===== config.mk =====
export PLATFORM = sky130hd
export DESIGN_NAME = systolic_seq_flat
export DESIGN_NICKNAME = d
export VERILOG_FILES = /design/src/rtl/systolic_seq_if.sv /design/src/rtl/systolic_seq.sv /design/src/flat_wrapper.sv
export SDC_FILE = /design/constraint.sdc
export NUM_CORES = 1
export LEC_CHECK = 0
export CORE_AREA = 4 4 426 428
export CTS_BUF_LIST = sky130_fd_sc_hd__clkbuf_8
export DETAILED_ROUTE_END_ITERATION = 10
export DIE_AREA = 0 0 430 432
export PLACE_DENSITY = 0.3
export REMOVE_ABC_BUFFERS = 1
export SYNTH_ARGS = -nofsm -noshare
export SYNTH_HDL_FRONTEND = slang
export SYNTH_SLANG_ARGS = --single-unit

===== constraint.sdc =====
create_clock -name clk_i -period 3.4 [get_ports clk_i]
set_input_delay 0.68 -clock clk_i [delete_from_list [all_inputs] [get_ports clk_i]]
set_output_delay 0.68 -clock clk_i [all_outputs]
set_load 0.005 [all_outputs]

===== src/rtl/systolic_seq_if.sv =====
// Operand, edge, array and result signals of systolic_seq.
// Modport slave is the sequencer's view; master is the surrounding environment.
interface systolic_seq_if #(
   parameter int unsigned width_p   = 32,
   parameter int unsigned rows_p    = 4,
   parameter int unsigned cols_p    = 4,
   parameter int unsigned k_width_p = 16
);
   logic                                     cmd_valid_i;
   logic                                     cmd_ready_o;
   logic [k_width_p-1:0]                     cmd_k_i;
   logic                                     src_valid_i;
   logic [rows_p*width_p-1:0]                src_a_i;
   logic [cols_p*width_p-1:0]                src_b_i;
   logic                                     src_yumi_o;
   logic                                     edge_valid_o;
   logic                                     edge_ready_i;
   logic [rows_p*width_p-1:0]                edge_a_o;
   logic [cols_p*width_p-1:0]                edge_b_o;
   logic                                     corner_done_i;
   logic [rows_p*cols_p*width_p-1:0]         accum_i;
   logic                                     arr_en_o;
   logic                                     arr_clear_o;
   logic                                     result_valid_o;
   logic                                     result_yumi_i;
   logic [width_p-1:0]                       result_o;
   logic [$clog2(rows_p*cols_p)-1:0]         result_idx_o;
   logic                                     busy_o;

   modport slave (
      input  cmd_valid_i, cmd_k_i, src_valid_i, src_a_i, src_b_i, edge_ready_i,
             corner_done_i, accum_i, result_yumi_i,
      output cmd_ready_o, src_yumi_o, edge_valid_o, edge_a_o, edge_b_o,
             arr_en_o, arr_clear_o, result_valid_o, result_o, result_idx_o, busy_o
   );

   modport master (
      output cmd_valid_i, cmd_k_i, src_valid_i, src_a_i, src_b_i, edge_ready_i,
             corner_done_i, accum_i, result_yumi_i,
      input  cmd_ready_o, src_yumi_o, edge_valid_o, edge_a_o, edge_b_o,
             arr_en_o, arr_clear_o, result_valid_o, result_o, result_idx_o, busy_o
   );
endinterface


===== src/rtl/systolic_seq.sv =====
// Sequencer for a systolic MAC array: feeds K operand beats to the array edge,
// waits for the corner PE to finish K MACs, drains accumulators row-major,
// then clears the array for one cycle.
module systolic_seq #(
   parameter int unsigned width_p   = 32,
   parameter int unsigned rows_p    = 4,
   parameter int unsigned cols_p    = 4,
   parameter int unsigned k_width_p = 16
) (
   input  logic          clk_i,
   input  logic          reset_i,
   systolic_seq_if.slave bus
);
   localparam int unsigned words_lp = rows_p * cols_p;
   localparam int unsigned idx_w_lp = $clog2(words_lp);

   typedef enum logic [2:0] {IDLE, FEED, WAIT, DRAIN, CLEAR} state_e;

   state_e               state_r, state_n;
   logic [k_width_p-1:0] k_r, k_n;
   logic [k_width_p-1:0] feed_cnt_r, feed_cnt_n;
   logic [k_width_p-1:0] done_cnt_r, done_cnt_n;
   logic [idx_w_lp-1:0]  drain_idx_r, drain_idx_n;
   logic                 yumi;

   // State and counter registers; reset aborts any command in flight.
   always_ff @(posedge clk_i) begin
      if (reset_i) begin
         state_r     <= IDLE;
         k_r         <= '0;
         feed_cnt_r  <= '0;
         done_cnt_r  <= '0;
         drain_idx_r <= '0;
      end else begin
         state_r     <= state_n;
         k_r         <= k_n;
         feed_cnt_r  <= feed_cnt_n;
         done_cnt_r  <= done_cnt_n;
         drain_idx_r <= drain_idx_n;
      end
   end

   // Next-state, counter updates and all outputs.
   always_comb begin
      state_n     = state_r;
      k_n         = k_r;
      feed_cnt_n  = feed_cnt_r;
      done_cnt_n  = done_cnt_r;
      drain_idx_n = drain_idx_r;
      yumi        = 1'b0;

      bus.cmd_ready_o    = (state_r == IDLE);
      bus.edge_valid_o   = 1'b0;
      bus.src_yumi_o     = 1'b0;
      bus.edge_a_o       = bus.src_a_i;
      bus.edge_b_o       = bus.src_b_i;
      bus.arr_en_o       = 1'b0;
      bus.arr_clear_o    = reset_i | (state_r == CLEAR);
      bus.result_valid_o = 1'b0;
      bus.result_o       = bus.accum_i[int'(drain_idx_r) * width_p +: width_p];
      bus.result_idx_o   = drain_idx_r;
      bus.busy_o         = !reset_i && (state_r != IDLE);

      case (state_r)
         IDLE: begin
            if (bus.cmd_valid_i) begin
               k_n         = bus.cmd_k_i;
               feed_cnt_n  = '0;
               done_cnt_n  = '0;
               drain_idx_n = '0;
               state_n     = (bus.cmd_k_i != '0) ? FEED : DRAIN;
            end
         end
         FEED: begin
            yumi             = !reset_i && bus.src_valid_i && bus.edge_ready_i;
            bus.edge_valid_o = !reset_i && bus.src_valid_i;
            bus.src_yumi_o   = yumi;
            bus.arr_en_o     = !reset_i;
            if (yumi)
               feed_cnt_n = feed_cnt_r + k_width_p'(1);
            if (bus.corner_done_i && (done_cnt_r != k_r))
               done_cnt_n = done_cnt_r + k_width_p'(1);
            // Compare the post-increment counts so the last beat and a
            // coincident last corner pulse both resolve in this cycle.
            if (feed_cnt_n == k_r)
               state_n = (done_cnt_n == k_r) ? DRAIN : WAIT;
         end
         WAIT: begin
            bus.arr_en_o = !reset_i;
            if (bus.corner_done_i && (done_cnt_r != k_r))
               done_cnt_n = done_cnt_r + k_width_p'(1);
            if (done_cnt_n == k_r)
               state_n = DRAIN;
         end
         DRAIN: begin
            bus.result_valid_o = !reset_i;
            if (bus.result_yumi_i) begin
               if (drain_idx_r == idx_w_lp'(words_lp - 1))
                  state_n = CLEAR;
               else
                  drain_idx_n = drain_idx_r + idx_w_lp'(1);
            end
         end
         CLEAR: begin
            state_n = IDLE;
         end
         default: begin
            state_n = IDLE;
         end
      endcase
   end
endmodule


===== src/flat_wrapper.sv =====
// flat-port wrapper written by rule: the top's interface ports become plain ports
module systolic_seq_flat 
#(
   parameter int unsigned width_p   = 32,
   parameter int unsigned rows_p    = 4,
   parameter int unsigned cols_p    = 4,
   parameter int unsigned k_width_p = 16
)
  (clk_i, reset_i, bus_cmd_valid_i, bus_cmd_k_i, bus_src_valid_i, bus_src_a_i, bus_src_b_i, bus_edge_ready_i, bus_corner_done_i, bus_accum_i, bus_result_yumi_i, bus_cmd_ready_o, bus_src_yumi_o, bus_edge_valid_o, bus_edge_a_o, bus_edge_b_o, bus_arr_en_o, bus_arr_clear_o, bus_result_valid_o, bus_result_o, bus_result_idx_o, bus_busy_o);
  systolic_seq_if #(.width_p(width_p), .rows_p(rows_p), .cols_p(cols_p), .k_width_p(k_width_p)) bus_i ();
  input  logic clk_i;
  input  logic reset_i;
  input wire logic [$bits(bus_i.cmd_valid_i)-1:0] bus_cmd_valid_i;
  input wire logic [$bits(bus_i.cmd_k_i)-1:0] bus_cmd_k_i;
  input wire logic [$bits(bus_i.src_valid_i)-1:0] bus_src_valid_i;
  input wire logic [$bits(bus_i.src_a_i)-1:0] bus_src_a_i;
  input wire logic [$bits(bus_i.src_b_i)-1:0] bus_src_b_i;
  input wire logic [$bits(bus_i.edge_ready_i)-1:0] bus_edge_ready_i;
  input wire logic [$bits(bus_i.corner_done_i)-1:0] bus_corner_done_i;
  input wire logic [$bits(bus_i.accum_i)-1:0] bus_accum_i;
  input wire logic [$bits(bus_i.result_yumi_i)-1:0] bus_result_yumi_i;
  output wire logic [$bits(bus_i.cmd_ready_o)-1:0] bus_cmd_ready_o;
  output wire logic [$bits(bus_i.src_yumi_o)-1:0] bus_src_yumi_o;
  output wire logic [$bits(bus_i.edge_valid_o)-1:0] bus_edge_valid_o;
  output wire logic [$bits(bus_i.edge_a_o)-1:0] bus_edge_a_o;
  output wire logic [$bits(bus_i.edge_b_o)-1:0] bus_edge_b_o;
  output wire logic [$bits(bus_i.arr_en_o)-1:0] bus_arr_en_o;
  output wire logic [$bits(bus_i.arr_clear_o)-1:0] bus_arr_clear_o;
  output wire logic [$bits(bus_i.result_valid_o)-1:0] bus_result_valid_o;
  output wire logic [$bits(bus_i.result_o)-1:0] bus_result_o;
  output wire logic [$bits(bus_i.result_idx_o)-1:0] bus_result_idx_o;
  output wire logic [$bits(bus_i.busy_o)-1:0] bus_busy_o;
  assign bus_i.cmd_valid_i = bus_cmd_valid_i;
  assign bus_i.cmd_k_i = bus_cmd_k_i;
  assign bus_i.src_valid_i = bus_src_valid_i;
  assign bus_i.src_a_i = bus_src_a_i;
  assign bus_i.src_b_i = bus_src_b_i;
  assign bus_i.edge_ready_i = bus_edge_ready_i;
  assign bus_i.corner_done_i = bus_corner_done_i;
  assign bus_i.accum_i = bus_accum_i;
  assign bus_i.result_yumi_i = bus_result_yumi_i;
  assign bus_cmd_ready_o = bus_i.cmd_ready_o;
  assign bus_src_yumi_o = bus_i.src_yumi_o;
  assign bus_edge_valid_o = bus_i.edge_valid_o;
  assign bus_edge_a_o = bus_i.edge_a_o;
  assign bus_edge_b_o = bus_i.edge_b_o;
  assign bus_arr_en_o = bus_i.arr_en_o;
  assign bus_arr_clear_o = bus_i.arr_clear_o;
  assign bus_result_valid_o = bus_i.result_valid_o;
  assign bus_result_o = bus_i.result_o;
  assign bus_result_idx_o = bus_i.result_idx_o;
  assign bus_busy_o = bus_i.busy_o;
  systolic_seq #(.width_p(width_p), .rows_p(rows_p), .cols_p(cols_p), .k_width_p(k_width_p)) u_core (.clk_i(clk_i), .reset_i(reset_i), .bus(bus_i));
endmodule

==> results.py, run 1 <==
metrics = {
    "status": {
        "outcome": "complete, no violations",
    },
    "routing": {
        "ant_nets": 0,
        "viasPerCell": 2.610,
        "drt_iter0_markers": 558,
        "drt-pass1-iter-count": 5,
        "routed_wl_mm": 151.0,
        "drc_errors": 0,
        "vias": 9539,
        "wl_per_cell_microns": 41.30,
    },
    "clock_tree": {
        "cts_hold_buf": 0,
        "clock-sinks": 55,
        "numCtsBuffers": 5,
        "cts_tree": "done",
        "cts-htree-levels": 2,
        "clockBufferDepth": 2,
        "worstSkewPairLatency_ns": 0.34,
        "cts-root-buf": "clkbuf_8",
        "cts.clk_slew.worst_paths_ns": 0.11,
    },
    "yosys": {
        "yosysWarnings": 0,
        "syn-instance-count": 965,
        "ys_ff_latch": 55,
        "async_reset_ff_frac": 0,
        "synth_area_sq_mm": 0.009447,
        "synth_edf_count": 0,
        "ys_seq_area_frac": 0.1166,
        "synth-main-ff-cell": "dfxtp_1",
        "synth.avg_cell_area_sq_um": 9.789,
        "ys_types": 67,
    },
    "sta": {
        "maxSlewViolCount": 0,
        "skew_ns": 0.01513,
        "fin_crit_sh": 0.9879,
        "hold_viol_final": 0,
        "relSlewSlack": 0.5725,
        "setup_viol": 0,
        "fin_hold_ws_ns": 0.5010,
        "fin_tns_setup_ns": 0,
        "worst_pin_slew_ns": 0.6364,
        "post-route-min-period_ns": 3.359,
        "rsz0062_at_grt": "yes",
        "fmax_mhz": 297.7,
    },
    "place": {
        "dp_hpwl_mm": 139.3,
        "numPortBuffers": 577,
        "postPlaceCellArea_sq_mm": 0.01650,
        "placed_cells": 3622,
        "routabilityCongestion": 0.9988,
    },
    "floorplan": {
        "ios": 1090,
        "die_h_microns": 432,
        "fp.dieW_microns": 430,
        "core_area_sq_mm": 0.1778,
        "start_util": 0.05312,
        "die_area_sq_mm": 0.1858,
        "rows": 155,
    },
    "flow_run": {
        "maxCapViolations": 0,
    },
    "power": {
        "sw_frac_of_total": 0.3907,
        "powerDensity_mw_per_mm2": 207.5,
        "clockPowerShare": 0.117,
        "p_int_mw": 2.137,
        "p_seq_frac": 0.230,
        "peakVddDrop_mv": 0.1472,
        "leakage_nw": 4.777,
        "pwr-share-comb": 0.653,
        "switching_power_mw": 1.370,
    },
    "worst_hold_path": {
        "worstHoldPathType": "reg -> reg",
    },
    "worst_setup_path": {
        "crit_path_start_kind": "input port",
        "worstSetupPathType": "in -> out",
        "cp_max_fo": 1,
        "crit_required_ns": 2.72,
        "worstPathArrival_ns": 2.68,
        "cp-end-kind": "primary output",
        "reg2reg_slack_ns": 0.66,
    },
    "finish": {
        "nets": 2087,
        "layout.filler_cells": 20480,
        "drive_gt1_frac": 0.2156,
        "design_area_sq_mm": 0.01690,
        "final_util": 0.09504,
        "final_cell_mix": "clkdlybuf4s50_1, mux4_2, nand2_1",
        "final_cells": 3655,
        "area_growth_pct": 78.91,
        "final_common_cell": "clkdlybuf4s50_1",
    },
    "global_route": {
        "grt_max_degree": 50,
        "grt-ovfl-total": 0,
        "grt_usage": 0.1559,
        "antenna_found_initial": 32,
        "first_global_vias": 10100,
        "grt_pass1_wl_mm": 174.4,
    },
}
[critical path, stage by stage]
cell and delay (ns):
clkdlybuf4s50_1 0.54, mux4_2 0.53, mux4_2 0.68, buf_6 0.21
[registers in the layout, summed over array words and instances (netlist names)]
register and count:
u_core.done_cnt_r 16, u_core.feed_cnt_r 16, u_core.k_r 16, u_core.bus.result_idx_o 4
u_core.state_r 3
[Yosys cell counts (5+ instances only)]
cell type | number | area share
a21oi_1 | 54 | 0.029
and3_1 | 5 | 0.0033
buf_1 | 16 | 0.0064
buf_2 | 8 | 0.0042
buf_4 | 256 | 0.20
clkbuf_1 | 49 | 0.019
dfxtp_1 | 55 | 0.12
inv_1 | 8 | 0.0032
mux2i_1 | 5 | 0.0053
mux4_2 | 160 | 0.38
nand2_1 | 75 | 0.030
nand2b_1 | 5 | 0.0033
nand3_1 | 33 | 0.017
nand4_1 | 10 | 0.0066
nor2_1 | 42 | 0.017
nor3_1 | 16 | 0.0085
nor4_1 | 9 | 0.0060
o211ai_1 | 6 | 0.0048
o21ai_0 | 14 | 0.0074
or2_2 | 8 | 0.0053
or3_1 | 6 | 0.0040
xnor2_1 | 35 | 0.032
xor2_1 | 8 | 0.0074
[cells by family after synthesis]
kind of cell / share of synthesized area
compound gates: 0.06901
xor+xnor: 0.04159
fa+ha+maj: 0.003974
flops: 0.1166
simple gates: 0.1407
mux: 0.3915
buf+inv: 0.2367
[layer usage]
layer	global-route usage	vias up	share of wire
met5	0.002602	-	0.00062
met4	0.1046	6	0.081
met3	0.1471	144	0.21
met2	0.3045	842	0.55
met1	0.07436	4516	0.16
li1	-	4031	-
[what timing repair did]
action | 4_1_cts | 5_1_grt
setup endpoints to repair | 28 | 6
setup buffers | 17 | 0
gates cloned | 2 | 0
gates resized for setup | 47 | 9
[metrics by stage]
stage	total power, mW	setup slack, ns
6_report	3.508	0.04128
5_1_grt	3.760	-0.0002516
4_1_cts	3.602	-0.05297
3_5_place_dp	3.111	-0.3002
3_3_place_gp	3.123	-0.2935
2_1_floorplan	1.781	-3.816
[final timing paths]
kind,start,endpoint,cells after the start
max,bus_accum_i[241],bus_result_o[17],4
min,u_core.feed_cnt_r[15]$_SDFFE_PP0P_,u_core.feed_cnt_r[15]$_SDFFE_PP0P_,2
max reg2reg,u_core.k_r[11]$_SDFFE_PP0P_,u_core.state_r[0]$_SDFFE_PP0P_,9
min reg2reg,u_core.feed_cnt_r[15]$_SDFFE_PP0P_,u_core.feed_cnt_r[15]$_SDFFE_PP0P_,2
[power groups by stage]
stage | logic, mW | registers, mW | clock network, mW
6_report | 2.29 | 0.808 | 0.410
5_1_grt | 2.48 | 0.825 | 0.459
4_1_cts | 2.34 | 0.818 | 0.444
3_5_place_dp | 2.27 | 0.836 | 0
3_3_place_gp | 2.29 | 0.834 | 0
2_1_floorplan | 0.949 | 0.832 | 0
[cell type report]
cell class	instances	area, sq um	area share
antenna	6	15.01	0.0008884
clock buffer	5	68.82	0.004072
clock inverter	3	18.77	0.001110
inverter	8	30.03	0.001777
multi-input combinational	573	6110	0.3615
sequential	55	1114	0.06589
tap	2355	2947	0.1743
timing repair buffer	650	6599	0.3904
Power figures use the tool's default switching activity.
==> inputs of run 2 (changes only) <==
--- a/config.mk
+++ b/config.mk
@@ -5,10 +5,10 @@
 export SDC_FILE = /design/constraint.sdc
 export NUM_CORES = 1
 export LEC_CHECK = 0
-export CORE_AREA = 4 4 426 428
+export CORE_AREA = 2 2 424 426
 export CTS_BUF_LIST = sky130_fd_sc_hd__clkbuf_8
 export DETAILED_ROUTE_END_ITERATION = 10
-export DIE_AREA = 0 0 430 432
+export DIE_AREA = 0 0 426 428
 export PLACE_DENSITY = 0.3
 export REMOVE_ABC_BUFFERS = 1
 export SYNTH_ARGS = -nofsm -noshare
==> results.py, run 2 (same netlist as run 1, synthesis figures left out) <==
metrics = {
    "place": {
        "placed_cells": 3625,
        "dp_hpwl_mm": 136.6,
        "dp_slack_ns": -0.2155,
        "numPortBuffers": 577,
        "routabilityCongestion": 0.9648,
        "postPlaceCellArea_sq_mm": 0.01659,
    },
    "clock_tree": {
        "cts_hold_buf": 0,
        "cts-root-buf": "clkbuf_8",
        "clock-sinks": 55,
        "numCtsBuffers": 5,
        "clockBufferDepth": 2,
        "cts.clk_slew.worst_paths_ns": 0.11,
        "cts_tree": "done",
        "worstSkewPairLatency_ns": 0.35,
        "cts-htree-levels": 2,
    },
    "power": {
        "leakage_nw": 4.835,
        "p_seq_frac": 0.225,
        "sw_frac_of_total": 0.3808,
        "switching_power_mw": 1.366,
        "p_int_mw": 2.221,
        "powerDensity_mw_per_mm2": 211.2,
        "pwr-share-comb": 0.639,
        "peakVddDrop_mv": 0.1377,
        "clockPowerShare": 0.136,
        "total_power_mw": 3.587,
    },
    "worst_setup_path": {
        "cpLargestDelayFamily": "multiplexers",
        "cp_max_fo": 1,
        "reg2reg_slack_ns": 0.57,
        "crit_slowest_cell": "mux4_2",
        "cp-end-kind": "primary output",
        "worstSetupPathType": "in -> out",
        "crit_buf_inv": 2,
        "crit_chain": "clkdlybuf4s50_1 > mux4_2 > mux4_2 > clkdlybuf4s15_1",
        "worstPathArrival_ns": 2.68,
        "crit_required_ns": 2.72,
        "crit_path_start_kind": "input port",
        "slowest_delay_ns": 0.62,
        "cp_common_cell": "mux4_2",
    },
    "routing": {
        "drt_iter0_markers": 551,
        "ant_nets": 0,
        "drc_errors": 0,
        "routed_wl_mm": 149.1,
        "wl_per_cell_microns": 40.75,
        "viasPerCell": 2.627,
        "vias": 9613,
        "drt-pass1-iter-count": 5,
    },
    "floorplan": {
        "die_h_microns": 428,
        "fp.dieW_microns": 426,
        "start_util": 0.05318,
        "rows": 155,
        "die_area_sq_mm": 0.1823,
        "ios": 1090,
        "core_area_sq_mm": 0.1776,
    },
    "sta": {
        "setup_viol": 0,
        "fin_tns_setup_ns": 0,
        "skew_ns": 0.01144,
        "hold_viol_final": 0,
        "fin_crit_sh": 0.9879,
        "maxSlewViolCount": 0,
        "fin_hold_ws_ns": 0.5171,
        "post-route-min-period_ns": 3.359,
        "worst_pin_slew_ns": 0.6005,
        "fmax_mhz": 297.7,
        "relSlewSlack": 0.5997,
        "fin_ws_ns": 0.04110,
    },
    "finish": {
        "drive_gt1_frac": 0.2171,
        "top_regs": "u_core.done_cnt_r: 16 flops, u_core.feed_cnt_r: 16 flops, u_core.k_r: 16 flops",
        "area_growth_pct": 79.75,
        "final_util": 0.09558,
        "seqCellArea_sq_mm": 0.001114,
        "design_area_sq_mm": 0.01698,
        "nets": 2092,
        "multi_input_area_sq_mm": 0.006110,
        "final_cells": 3660,
        "final_common_cell": "clkdlybuf4s50_1",
        "final_cell_mix": "clkdlybuf4s50_1, mux4_2, nand2_1",
        "layout.filler_cells": 20640,
    },
    "global_route": {
        "first_global_vias": 10080,
        "grt_usage": 0.1574,
        "grt_max_degree": 50,
        "antenna_found_initial": 21,
        "grt-ovfl-total": 0,
        "grt_pass1_wl_mm": 172.4,
    },
    "worst_hold_path": {
        "worstHoldPathType": "reg -> reg",
    },
    "status": {
        "outcome": "complete, no violations",
    },
    "flow_run": {
        "maxCapViolations": 0,
    },
}
==> run 2: cell types whose count changed in the layout (fill, tap and decap cells not counted), sizes merged <==
| cell | delta |
|---|---|
| buf | +4 |
| bufbuf | -1 |
| bufinv | +1 |
| clkdlybuf4s15 | -1 |
| clkdlybuf4s50 | +4 |
| clkinv | +1 |
| clkinvlp | -1 |
| dlygate4sd2 | -4 |
| dlymetal6s2s | +3 |
| inv | -1 |
==> run 2: worst paths after layout <==
check | startpoint | endpoint | cells past startpoint
worst max-delay path | bus_accum_i[149] | bus_result_o[21] | 4
worst min-delay path | u_core.feed_cnt_r[15]$_SDFFE_PP0P_ | u_core.feed_cnt_r[15]$_SDFFE_PP0P_ | 2
worst max register to register | u_core.done_cnt_r[6]$_SDFFE_PP0P_ | u_core.state_r[0]$_SDFFE_PP0P_ | 9
worst min register to register | u_core.feed_cnt_r[15]$_SDFFE_PP0P_ | u_core.feed_cnt_r[15]$_SDFFE_PP0P_ | 2
==> run 2: cell type report <==
type	instances	area share
clock buffers	5	0.004053
well taps	2355	0.1735
diodes	6	0.0008842
repair buffers	655	0.3918
flip-flops and latches	55	0.06558
clock inverters	3	0.002579
multi-input cells	573	0.3598
inverters	8	0.001768
==> run 2: power groups by stage <==
stage | Clock [mW] | Combinational (mW) | Sequential [mW]
floorplan | 0 | 0.949 | 0.832
global placement | 0 | 2.32 | 0.829
detailed placement | 0 | 2.31 | 0.827
CTS | 0.517 | 2.35 | 0.814
global route | 0.545 | 2.48 | 0.821
finish | 0.488 | 2.29 | 0.807
==> run 2: repair_timing <==
action,CTS,global route
buffers inserted,11,8
endpoints found under the setup margin,28,9
hold endpoints to repair,0,0
resized for setup,39,11
cloned,2,0
==> run 2: worst reg2reg max path, delay by kind of cell, from the launching register on <==
kind | cells | cell delay [ns]
buffers and inverters | 1 | 0.19
AND/OR/NAND/NOR | 4 | 1.33
flip-flops | 1 | 0.57
AO/OA/AOI/OAI | 4 | 0.69
==> run 2: per-layer routing <==
layer,routed length [microns],part of all wire,track usage,vias to the layer above
li1,-,-,-,4046
met1,23160,0.16,0.07242,4542
met2,83520,0.56,0.3149,846
met3,27760,0.19,0.1273,175
met4,14570,0.098,0.1247,4
met5,118,0.00079,0.005291,-
==> inputs of run 3 (changes only) <==
--- a/config.mk
+++ b/config.mk
@@ -9,6 +9,7 @@
 export CTS_BUF_LIST = sky130_fd_sc_hd__clkbuf_8
 export DETAILED_ROUTE_END_ITERATION = 10
 export DIE_AREA = 0 0 426 428
+export GPL_ROUTABILITY_DRIVEN = 0
 export PLACE_DENSITY = 0.3
 export REMOVE_ABC_BUFFERS = 1
 export SYNTH_ARGS = -nofsm -noshare
==> results of run 3 <==
Same layout as run 2: the final DEF is identical, and so are final timing and power.
